File: config.mk
export PLATFORM = sky130hd
export DESIGN_NAME = branch_unit_flat
export DESIGN_NICKNAME = d
export VERILOG_FILES = /design/src/rtl/branch_unit_if.sv /design/src/rtl/branch_unit.sv /design/src/flat_wrapper.sv
export SDC_FILE = /design/constraint.sdc
export NUM_CORES = 1
export LEC_CHECK = 0
export BUFFER_PORTS_ARGS = -buffer_cell sky130_fd_sc_hd__buf_2
export CORE_MARGIN = 1.5
export CORE_UTILIZATION = 50
export CTS_BUF_LIST = sky130_fd_sc_hd__clkbuf_8
export CTS_CLUSTER_SIZE = 16
export DETAILED_ROUTE_END_ITERATION = 10
export PLACE_DENSITY = 0.68
export SLEW_MARGIN = 20
export SYNTH_ARGS = -nofsm -noshare
export SYNTH_HDL_FRONTEND = slang
export SYNTH_SLANG_ARGS = --single-unit
File: constraint.sdc
create_clock -name clk -period 3.3 [get_ports clk]
set_input_delay 0.66 -clock clk [delete_from_list [all_inputs] [get_ports clk]]
set_output_delay 0.66 -clock clk [all_outputs]
set_load 0.05 [all_outputs]
File: src/rtl/branch_unit_if.sv
// branch_unit_if: control inputs and PC/status outputs of the branch unit
interface branch_unit_if #(
  parameter int PC_W = 16,
  parameter int SP_W = 4
);
  logic            en;
  logic [2:0]      br_op;
  logic [2:0]      cond;
  logic [PC_W-1:0] target;
  logic [3:0]      FLAGS;
  logic [PC_W-1:0] pc;
  logic            taken;
  logic            stack_err;
  logic            halted;
  logic [SP_W-1:0] sp;
  modport master (output en, br_op, cond, target, FLAGS, input pc, taken, stack_err, halted, sp);
  modport slave (input en, br_op, cond, target, FLAGS, output pc, taken, stack_err, halted, sp);
endinterface

File: src/rtl/branch_unit.sv
// branch_unit: next-PC selection, conditional branches and a return-address stack
module branch_unit #(
  parameter int              PC_W        = 16,
  parameter int              STACK_DEPTH = 8,
  parameter logic [PC_W-1:0] RESET_VEC   = 16'h0000
) (
  input logic         clk,
  input logic         rst,
  branch_unit_if.slave bus
);
  localparam int SP_W = $clog2(STACK_DEPTH) + 1;
  localparam logic [SP_W-1:0] FULL = SP_W'(STACK_DEPTH);
  logic [PC_W-1:0] pc_q, pc_d, pc_inc;
  logic [SP_W-1:0] sp_q, sp_d;
  logic            taken_q, taken_d, err_q, err_d, halted_q, halted_d;
  logic            flag_sel, cond_ok, push, active;
  logic [SP_W-2:0] top_idx;
  logic [PC_W-1:0] stack_q [STACK_DEPTH];
  assign pc_inc  = pc_q + PC_W'(1);
  assign top_idx = sp_q[SP_W-2:0] - (SP_W-1)'(1);
  assign active  = bus.en && !halted_q;
  assign push    = active && bus.br_op == 3'b011 && sp_q != FULL;
  // condition decode; anything but "always" needs valid flags
  always_comb begin
    flag_sel = bus.cond == 3'd1 ?  bus.FLAGS[1] :
               bus.cond == 3'd2 ? !bus.FLAGS[1] :
               bus.cond == 3'd3 ?  bus.FLAGS[2] :
               bus.cond == 3'd4 ? !bus.FLAGS[2] :
               bus.cond == 3'd5 ?  bus.FLAGS[3] :
               bus.cond == 3'd6 ? !bus.FLAGS[3] : 1'b0;
    cond_ok  = bus.cond == 3'd0 || (bus.FLAGS[0] && flag_sel);
  end
  // next-state selection per branch op; failed stack ops fall through as SEQ
  always_comb begin
    pc_d     = pc_inc;
    sp_d     = sp_q;
    taken_d  = 1'b0;
    err_d    = err_q;
    halted_d = halted_q;
    if (!active) begin
      pc_d = pc_q;
    end else begin
      case (bus.br_op)
        3'b001: begin
          pc_d    = bus.target;
          taken_d = 1'b1;
        end
        3'b010: begin
          pc_d    = cond_ok ? bus.target : pc_inc;
          taken_d = cond_ok;
        end
        3'b011: begin
          if (sp_q != FULL) begin
            pc_d    = bus.target;
            sp_d    = sp_q + SP_W'(1);
            taken_d = 1'b1;
          end else begin
            err_d = 1'b1;
          end
        end
        3'b100: begin
          if (sp_q != '0) begin
            pc_d    = stack_q[top_idx];
            sp_d    = sp_q - SP_W'(1);
            taken_d = 1'b1;
          end else begin
            err_d = 1'b1;
          end
        end
        3'b101: begin
          pc_d     = pc_q;
          halted_d = 1'b1;
        end
        default: pc_d = pc_inc;
      endcase
    end
  end
  // architectural state with asynchronous active-low reset
  always_ff @(posedge clk or negedge rst) begin
    if (!rst) begin
      pc_q     <= RESET_VEC;
      sp_q     <= '0;
      taken_q  <= 1'b0;
      err_q    <= 1'b0;
      halted_q <= 1'b0;
    end else begin
      pc_q     <= pc_d;
      sp_q     <= sp_d;
      taken_q  <= taken_d;
      err_q    <= err_d;
      halted_q <= halted_d;
    end
  end
  // return-address storage; contents are don't-care after reset
  always_ff @(posedge clk) begin
    if (push) stack_q[sp_q[SP_W-2:0]] <= pc_inc;
  end
  assign bus.pc        = pc_q;
  assign bus.taken     = taken_q;
  assign bus.stack_err = err_q;
  assign bus.halted    = halted_q;
  assign bus.sp        = sp_q;
endmodule

File: src/flat_wrapper.sv
// flat-port wrapper written by rule: the top's interface ports become plain ports
module branch_unit_flat 
#(
  parameter int              PC_W        = 16,
  parameter int              STACK_DEPTH = 8,
  parameter logic [PC_W-1:0] RESET_VEC   = 16'h0000
)
  (clk, rst, bus_en, bus_br_op, bus_cond, bus_target, bus_FLAGS, bus_pc, bus_taken, bus_stack_err, bus_halted, bus_sp);
  branch_unit_if #(.PC_W(PC_W), .SP_W(4)) bus_i ();
  input logic clk;
  input logic rst;
  input wire logic [$bits(bus_i.en)-1:0] bus_en;
  input wire logic [$bits(bus_i.br_op)-1:0] bus_br_op;
  input wire logic [$bits(bus_i.cond)-1:0] bus_cond;
  input wire logic [$bits(bus_i.target)-1:0] bus_target;
  input wire logic [$bits(bus_i.FLAGS)-1:0] bus_FLAGS;
  output wire logic [$bits(bus_i.pc)-1:0] bus_pc;
  output wire logic [$bits(bus_i.taken)-1:0] bus_taken;
  output wire logic [$bits(bus_i.stack_err)-1:0] bus_stack_err;
  output wire logic [$bits(bus_i.halted)-1:0] bus_halted;
  output wire logic [$bits(bus_i.sp)-1:0] bus_sp;
  assign bus_i.en = bus_en;
  assign bus_i.br_op = bus_br_op;
  assign bus_i.cond = bus_cond;
  assign bus_i.target = bus_target;
  assign bus_i.FLAGS = bus_FLAGS;
  assign bus_pc = bus_i.pc;
  assign bus_taken = bus_i.taken;
  assign bus_stack_err = bus_i.stack_err;
  assign bus_halted = bus_i.halted;
  assign bus_sp = bus_i.sp;
  branch_unit #(.PC_W(PC_W), .STACK_DEPTH(STACK_DEPTH), .RESET_VEC(RESET_VEC)) u_core (.clk(clk), .rst(rst), .bus(bus_i));
endmodule
======== Word level (Yosys, flattened, before mapping) ========
Memory sizes are Yosys's and may differ from the RTL's.
Index checks and enable logic that the tools add are counted.
word-level totals
  register bits after elaboration ......... 23
  bits in writable memories ............... 128
  bits of input ports ..................... 29
  output and inout bits ................... 23
  logic and storage cells ................. 65
  memories ................................ 1
memories
  memory          words  bits a word  read ports  clocked after Yosys merged registers in  write ports  line               RTL
  u_core.stack_q  8      16           1           0                                        1            branch_unit.sv:18  logic [PC_W-1:0] stack_q [STACK_DEPTH];
cells by class
  add/sub/neg operators ................... 4
  eq/ne operators ......................... 16
  mux-type cells .......................... 22
  bitwise operators ....................... 1
  reduce and logical (&&, ||, !) cells .... 16
operator list
  cell                   count
  $pmux 16 s5            1
  $mux 16                3
  $add 16x1->16 const B  1
  $eq 3x3->1 const B     5
  $mux 1                 13
  $eq 3x2->1 const B     4
  $mux 4                 2
  $pmux 4 s2             1
  $reduce_and 4->1       2
  $eq 3x1->1 const B     2
  $ne 2x2->1 const B     3
  $add 4x1->4 const B    1
  $logic_and 1x1->1      4
  $logic_not 1->1        4
  $ne 4x4->1 const B     1
  $pmux 1 s4             1
  $reduce_and 2->1       2
  $reduce_bool 4->1      1
  $sub 4x1->4 const B    1
  $logic_not 3->1        1
  $sub 3x1->3 const B    1
  $ne 2x1->1 const B     1
  $pmux 1 s2             1
  $reduce_bool 2->1      1
  2 further kinds        2

======== Longest topological paths before layout ========
Gate-level depths: netlist (run 1).
  depth after elaboration ................. 11
  depth in mapped cells ................... 12
  mapped depth without buffers ............ 9

======== Least setup slack after synthesis (run 1) ========
Ideal clock, no wire load.
  kind .................................... reg2reg
  from .................................... register u_core.sp_q[0], in the netlist u_core.bus.sp[0]
  to ...................................... memory u_core.stack_q[1][0] (enable)
  setup time .............................. 0.409 ns
  arrival time ............................ 2.936 ns
  required time ........................... 2.891 ns
  path slack .............................. -0.045 ns
  cell stages (with the launch flop) ...... 10
  buffers on the path ..................... 2
  clock period less this slack ............ 3.345 ns
  path through ............................ dfrtp_1 > buf_6 > buf_4 > inv_1 > ha_1 > nand3b_1 > nand3_1 > nor2_1 > nand2_1 > nor3_1
on the way
  longest elaborated chain between the ends .. 4
ends and longest elaborated chain
  element                       line               RTL
  start, declared               branch_unit.sv:14  logic [SP_W-1:0] sp_q, sp_d;
  start signal, assigned        branch_unit.sv:88  sp_q <= sp_d;
  $ne 4x4->1                    branch_unit.sv:22  assign push = active && bus.br_op == 3'b011 && sp_q != FULL;
  $logic_and 1x1->1             branch_unit.sv:22
  $mux 1                        branch_unit.sv:96  if (push) stack_q[sp_q[SP_W-2:0]] <= pc_inc;
  $mux 1 (not written as such)  branch_unit.sv:96
  end, declared                 branch_unit.sv:18
Parallel ways exist; a longest one is shown, timed or not.

======== Worst setup path in the final report (run 1) ========
  from .................................... register u_core.sp_q[1], in the netlist u_core.bus.sp[1]
  to ...................................... register u_core.pc_q[9], in the netlist u_core.bus.pc[9]
on the way
  longest elaborated chain between the ends .. 4
  elaborated cells on any way between the ends .. 7
  classes of those cells .................. 1 x add/sub; 1 x eq/ne; 3 x mux; 1 x reduce/logical; 1 x memory
ends and longest elaborated chain
  element               line               RTL
  $sub 3x1->3           branch_unit.sv:20  assign top_idx = sp_q[SP_W-2:0] - (SP_W-1)'(1);
  $mem_v2 8x16          -
  $mux 16               branch_unit.sv:62  if (sp_q != '0) begin
  $pmux 16 s5 (*)       branch_unit.sv:43  case (bus.br_op)
  end signal, assigned  branch_unit.sv:87  pc_q <= pc_d;
  end, declared         branch_unit.sv:13  logic [PC_W-1:0] pc_q, pc_d, pc_inc;
Mark *: on every way between the ends. The rest lies on a longest branch, timed or not.
A chain may end at the register's enable or synchronous reset.

==> run metrics, run 1 <==
H-Tree Depth 4; Die Ht 117 um; Power Dens Cells a little under 900 nW/um^2; fin nets 485; CTS buffer count 17; maximum clock frequency about 0.40 GHz; Routed wire per std cell between 20 and 25 um; overall power approximately 6.3 mW; final WL about 14000 um; I/O pin total 52; Root Buffer clkbuf_8; Leakage around 2.6 nW; GR peak layer met2; later-pin clock latency in the skew report 440 ps; DRC 0; Chip Width ~120 um; status complete, no violations; Synth Area per Inst roughly 17 um^2; final instance area 7280 um^2; Post-Place Cells 604; kind of critical path register to register; CTS Buffer Depth 2; vias per cell 5.86; Final Setup Violations 0; Total Neg Setup Slack 0 ps; post-synthesis cell area between 6000 and 7000 um^2; Placed Area 6970 um^2; core area 12600 um^2; register area share after synthesis 68.4%; Worst Setup End Kind register; Yosys reg bits between 150 and 200; DPL Wire Length slightly below 9000 um; Critical Path AT between 2000 and 3000 ps; antenna violations before repair 0; gpl congestion 0.784; worst setup margin between 700 and 800 ps; Setup WS pre-CTS 750 ps; met2 usage 36.8%; Yosys cell types 45; die area 13600 um^2; Tightest Pin Transition 800 ps; first-pass GRT wire length between 20000 and 25000 um; Final Util roughly 58%; GRT Total Usage between 20% and 30%; Initial Utilization between 50% and 60%; share of layout cells above drive strength 1 between 30% and 40%; Core Rows slightly above 40; Max Slew Vio Count 0; post-CTS setup buffers 0; drt initial violations 403; max-cap violations 0; final std cells w/o fill around 640; RSZ-0062 raised after global routing no; synth warn 0; Area Growth Syn to Fin 12.7%; most frequent cells in the layout edfxtp_1, buf_2, mux4_2; Ant. Diodes 0; startpoint class of the critical path register; GRT Residual Overflow 0; CTS tree done; final number of hold-violating endpoints 0; syn_nets 416; total number of vias 3724; largest net degree at the start of global routing 24; Antenna Nets Post-Route 0; commonest non-fill, non-tap cell in the layout edfxtp_1; Clock Sinks 151; hold_buf cts 0; port bufs between 50 and 60; clock skew 11.2 ps; Max VDD drop around 0.00047 V; Fin Hold WS 233 ps; critical-path maximum fanout 13; met3 Track Usage GR under 10%; Final period util ~76%; Tmin final ~2500 ps; Slew HR about 47%; CTS resizes 0; Synth Instances approximately 380; Worst Hold Class input pin to asynchronous set/reset pin; Worst EP required 3620 ps; 1st-pass router iterations 6; clock slew at reported path FFs ~80 ps; met1 usage in global routing around a third; vias in the first global route 3888
## layout make-up
type | count | area, um^2
Clock buffer | 17 | 234
Clock inverter | 14 | 80.1
Fill cell | 996 | 5340
Inverter | 11 | 41.3
Multi-Input combinational cell | 203 | 1920
Sequential cell | 151 | 4420
Tap cell | 172 | 215
Timing Repair Buffer | 67 | 375
## registers in the layout (all words and copies together), names as in the netlist
| register | cells |
|---|---|
| u_core.bus.taken | 1 |
| u_core.stack_q | 128 |
| u_core.bus.pc | 16 |
| u_core.bus.sp | 4 |
| u_core.bus.halted | 1 |
| u_core.bus.stack_err | 1 |
## metal layers
layer  vias to the layer above  wire length (um)
li1                       1659                 -
met1                      1886              5930
met2                       153              6810
met3                        26              1000
met4                         0               295
met5                         -                 0
## Yosys cell counts (all sizes together)
master / n / area, um^2
nor3: 6 / 40.0
a211oi: 1 / 12.5
a21oi: 6 / 30.0
nor4: 1 / 6.26
or2: 2 / 12.5
nor3b: 1 / 7.51
o31ai: 1 / 7.51
nor2: 18 / 67.6
clkbuf: 8 / 30.0
or3b: 1 / 8.76
o21ai: 15 / 75.1
fa: 1 / 20.0
nand4: 3 / 18.8
nor2b: 4 / 27.5
a222oi: 14 / 140
ha: 4 / 50.1
xor2: 6 / 52.6
edfxtp: 128 / 3840
xnor2: 13 / 114
or3: 1 / 6.26
mux2: 16 / 180
o221a: 1 / 11.3
buf: 9 / 71.3
dfrtp: 23 / 576
a221oi: 1 / 8.76
a21o: 2 / 15.0
nand3: 11 / 55.1
and3: 2 / 12.5
nand2: 26 / 97.6
inv: 11 / 41.3
nand3b: 1 / 7.51
o211a: 1 / 10.0
o311ai: 1 / 8.76
nand2b: 3 / 18.8
mux4: 32 / 721
a31o: 1 / 8.76
a2bb2oi: 1 / 8.76
o22ai: 4 / 25.0
o21a: 2 / 15.0
## power breakdown
| part | internal (mW) | switching, mW | total [mW] | leakage, nW |
|---|---|---|---|---|
| logic | 1.04 | 1.45 | 2.49 | 0.956 |
| registers | 2.44 | 0.209 | 2.65 | 1.44 |
| clock network | 0.556 | 0.620 | 1.18 | 0.182 |
| total | 4.03 | 2.28 | 6.31 | 2.58 |
## worst paths after layout
| check | endpoint | depth (start not counted) | slack, ps | startpoint |
|---|---|---|---|---|
| max | u_core.bus.pc[9] | 7 | 790 | u_core.bus.sp[1] |
| min | u_core.bus.stack_err | 1 | 230 | rst |
| max reg2reg | u_core.bus.pc[9] | 7 | 790 | u_core.bus.sp[1] |
| min reg2reg | u_core.bus.stack_err | 2 | 490 | u_core.bus.stack_err |
| max in group asynchronous | u_core.bus.sp[0] | 1 | 2600 | rst |
| min in group clk | u_core.bus.halted | 2 | 470 | bus_en |
## critical path: stages, from the launching register on
cell and delay, ps:
dfrtp_1 490, inv_1 140, ha_1 430, buf_4 280, mux4_2 340, mux2_2 280, a222oi_1 290, o22ai_1 120
## cell families (layout without fill, tap and decap cells)
kind of cell,count (synthesis),count (layout),share of synthesized area [%]
adder cells (fa/ha/maj),5,5,1.08
multiplexers,48,48,13.9
AO/OA/AOI/OAI,51,51,5.83
buffers and inverters,28,109,2.21
XOR/XNOR,19,19,2.58
flip-flops,151,151,68.4
AND/OR/NAND/NOR,80,80,5.98
No activity file was read; power rests on OpenSTA's default activity.
==> run 2, diff against run 1 <==
- clock period: 3.3 -> 2.45 ns (I/O delays scaled with it)
==> run metrics, run 2 (synthesized netlist as in run 1, its figures left out) <==
status complete, no violations; final instance area 7530 um^2 (+3.4%); Routed wire per std cell 21.3 um (-3.7%); Final Setup Violations 0 (unchanged); Leakage 2.67 nW (+3.4%); vias per cell 5.86 (-0.11%); max-cap violations 0 (unchanged); Worst EP required 2780 ps (-840 ps); critical-path maximum fanout 17 (+4); later-pin clock latency in the skew report 440 ps (about the same); largest net degree at the start of global routing 37 (+54%); multi-input logic area 2000 um^2 (+4.2%); Worst Hold Class input pin to asynchronous set/reset pin; Tightest Pin Transition 844 ps (+44.6 ps); Placed Area 7160 um^2 (+2.7%); GRT Residual Overflow 0 (unchanged); Slew HR 43.5% (-3.2 points); die area 13600 um^2 (unchanged); gpl congestion 0.782 (-0.27%); Power Dens Cells 1180 nW/um^2 (+36%); Root Buffer clkbuf_8; drt initial violations 466 (+16%); Antenna Nets Post-Route 0 (unchanged); CTS Buffer Depth 2 (unchanged); share of layout cells above drive strength 1 36.9% (+5.6 points); fin nets 490 (+1.0%); core area 12600 um^2 (unchanged); Initial Utilization 51.2% (unchanged); Core Rows 41 (unchanged); register area 4420 um^2 (about the same); Area Growth Syn to Fin 16.5%; antenna violations before repair 0 (unchanged); port bufs 51 (unchanged); Max Slew Vio Count 0 (unchanged); Final period util 92.8% (+17 points); I/O pin total 52 (unchanged); startpoint class of the critical path register; Clock Sinks 151 (unchanged); max reg flops 128 (unchanged); H-Tree Depth 4 (unchanged); Critical Path AT 2600 ps (-230 ps); final number of hold-violating endpoints 0 (unchanged); CTS tree done; DPL Wire Length 8680 um (about the same); total number of vias 3755 (+0.83%); 1st-pass router iterations 5 (-1); Tmin final 2270 ps (-236 ps); Fin Hold WS 41.3 ps (-192 ps); Fillers 1004 (+0.80%); clock skew 10.1 ps (-1.10 ps); CTS buffer count 17 (unchanged); Chip Width 117 um (unchanged); most frequent cells in the layout edfxtp_1, buf_2, mux4_2; Worst Setup End Kind register; DRC 0 (unchanged); Ant. Diodes 0 (unchanged); Max VDD drop 0.000726 V (+55%); GRT Total Usage 22.2% (-0.89 points); final WL 13600 um (-2.8%); first-pass GRT wire length 21300 um (-3.5%); commonest non-fill, non-tap cell in the layout edfxtp_1; vias in the first global route 3794 (-2.4%); Total Neg Setup Slack 0 ps (unchanged); RSZ-0062 raised after global routing no; hold_buf cts 0 (unchanged); kind of critical path register to register; clock slew at reported path FFs 80 ps (about the same); Die Ht 117 um (unchanged); maximum clock frequency 0.440 GHz (+10%)
-- run 2: cell count changes in the layout (fill, tap and decap cells not counted), moves of 2 or more --
cell	delta
xnor2_1	-4
xnor2_2	+4
nor2_1	-7
clkinv_2	+4
buf_12	+8
buf_4	-3
nor3_4	+2
inv_1	-3
nor2_2	+7
clkinv_1	-4
nor3_2	-2
-- run 2: path summary, 6_finish.rpt --
path / start / endpoint / slack [ps] / cells after the start
setup reg to reg: u_core.bus.sp[1] / u_core.bus.pc[5] / 180 / 7
min in group clk: bus_en / u_core.bus.halted / 300 / 2
max in group asynchronous: rst / u_core.bus.sp[0] / 1980 / 1
hold / removal: rst / u_core.bus.sp[2] / 40 / 1
hold reg to reg: u_core.bus.stack_err / u_core.bus.stack_err / 470 / 2
setup / recovery: u_core.bus.sp[1] / u_core.bus.pc[5] / 180 / 7
-- run 2: layout make-up --
cell class	count	area share (%)
timing repair buffer	72	6.81
tap	172	2.86
sequential	151	58.7
multi-input combinational	203	26.5
inverter	11	0.548
clock inverter	14	1.25
clock buffer	18	3.29
-- run 2: critical path: stages (launching register included) --
cell	delay, ps
dfrtp_2	360
inv_1	100
ha_4	460
buf_12	210
mux4_2	300
mux2_2	270
a222oi_1	320
o22ai_1	120
-- run 2: report_power, final --
group	switching [mW]	internal (mW)
clock network	0.858	0.799
logic	2.12	1.58
registers	0.236	3.29
-- run 2: what timing repair did --
action / CTS / global route
buffers inserted: 0 / 0
gates resized for setup: 0 / 4
endpoints found under the setup margin: 0 / 4
-- run 2: routing by layer --
metal	wire length, um	GRT usage, %	up-vias
met3	757	5.19	14
met1	5910	30.6	1932
met4	224	7.55	0
met5	0	0	-
met2	6750	35.4	134
li1	-	-	1675
-- run 2: per-stage QoR --
| stage | power [mW] | worst slack [ps] | utilization (%) | instances |
|---|---|---|---|---|
| after floorplan | 6.37 | 17.3 | - | 382 |
| after global placement | 7.21 | 170 | 56.7 | 609 |
| after CTS | 8.95 | 109 | 59.4 | 641 |
| after global routing | 9.33 | 8.10 | 59.7 | 641 |
| after detailed placement | 7.29 | 130 | 56.7 | 609 |
| final | 8.88 | 176 | 59.7 | 641 |
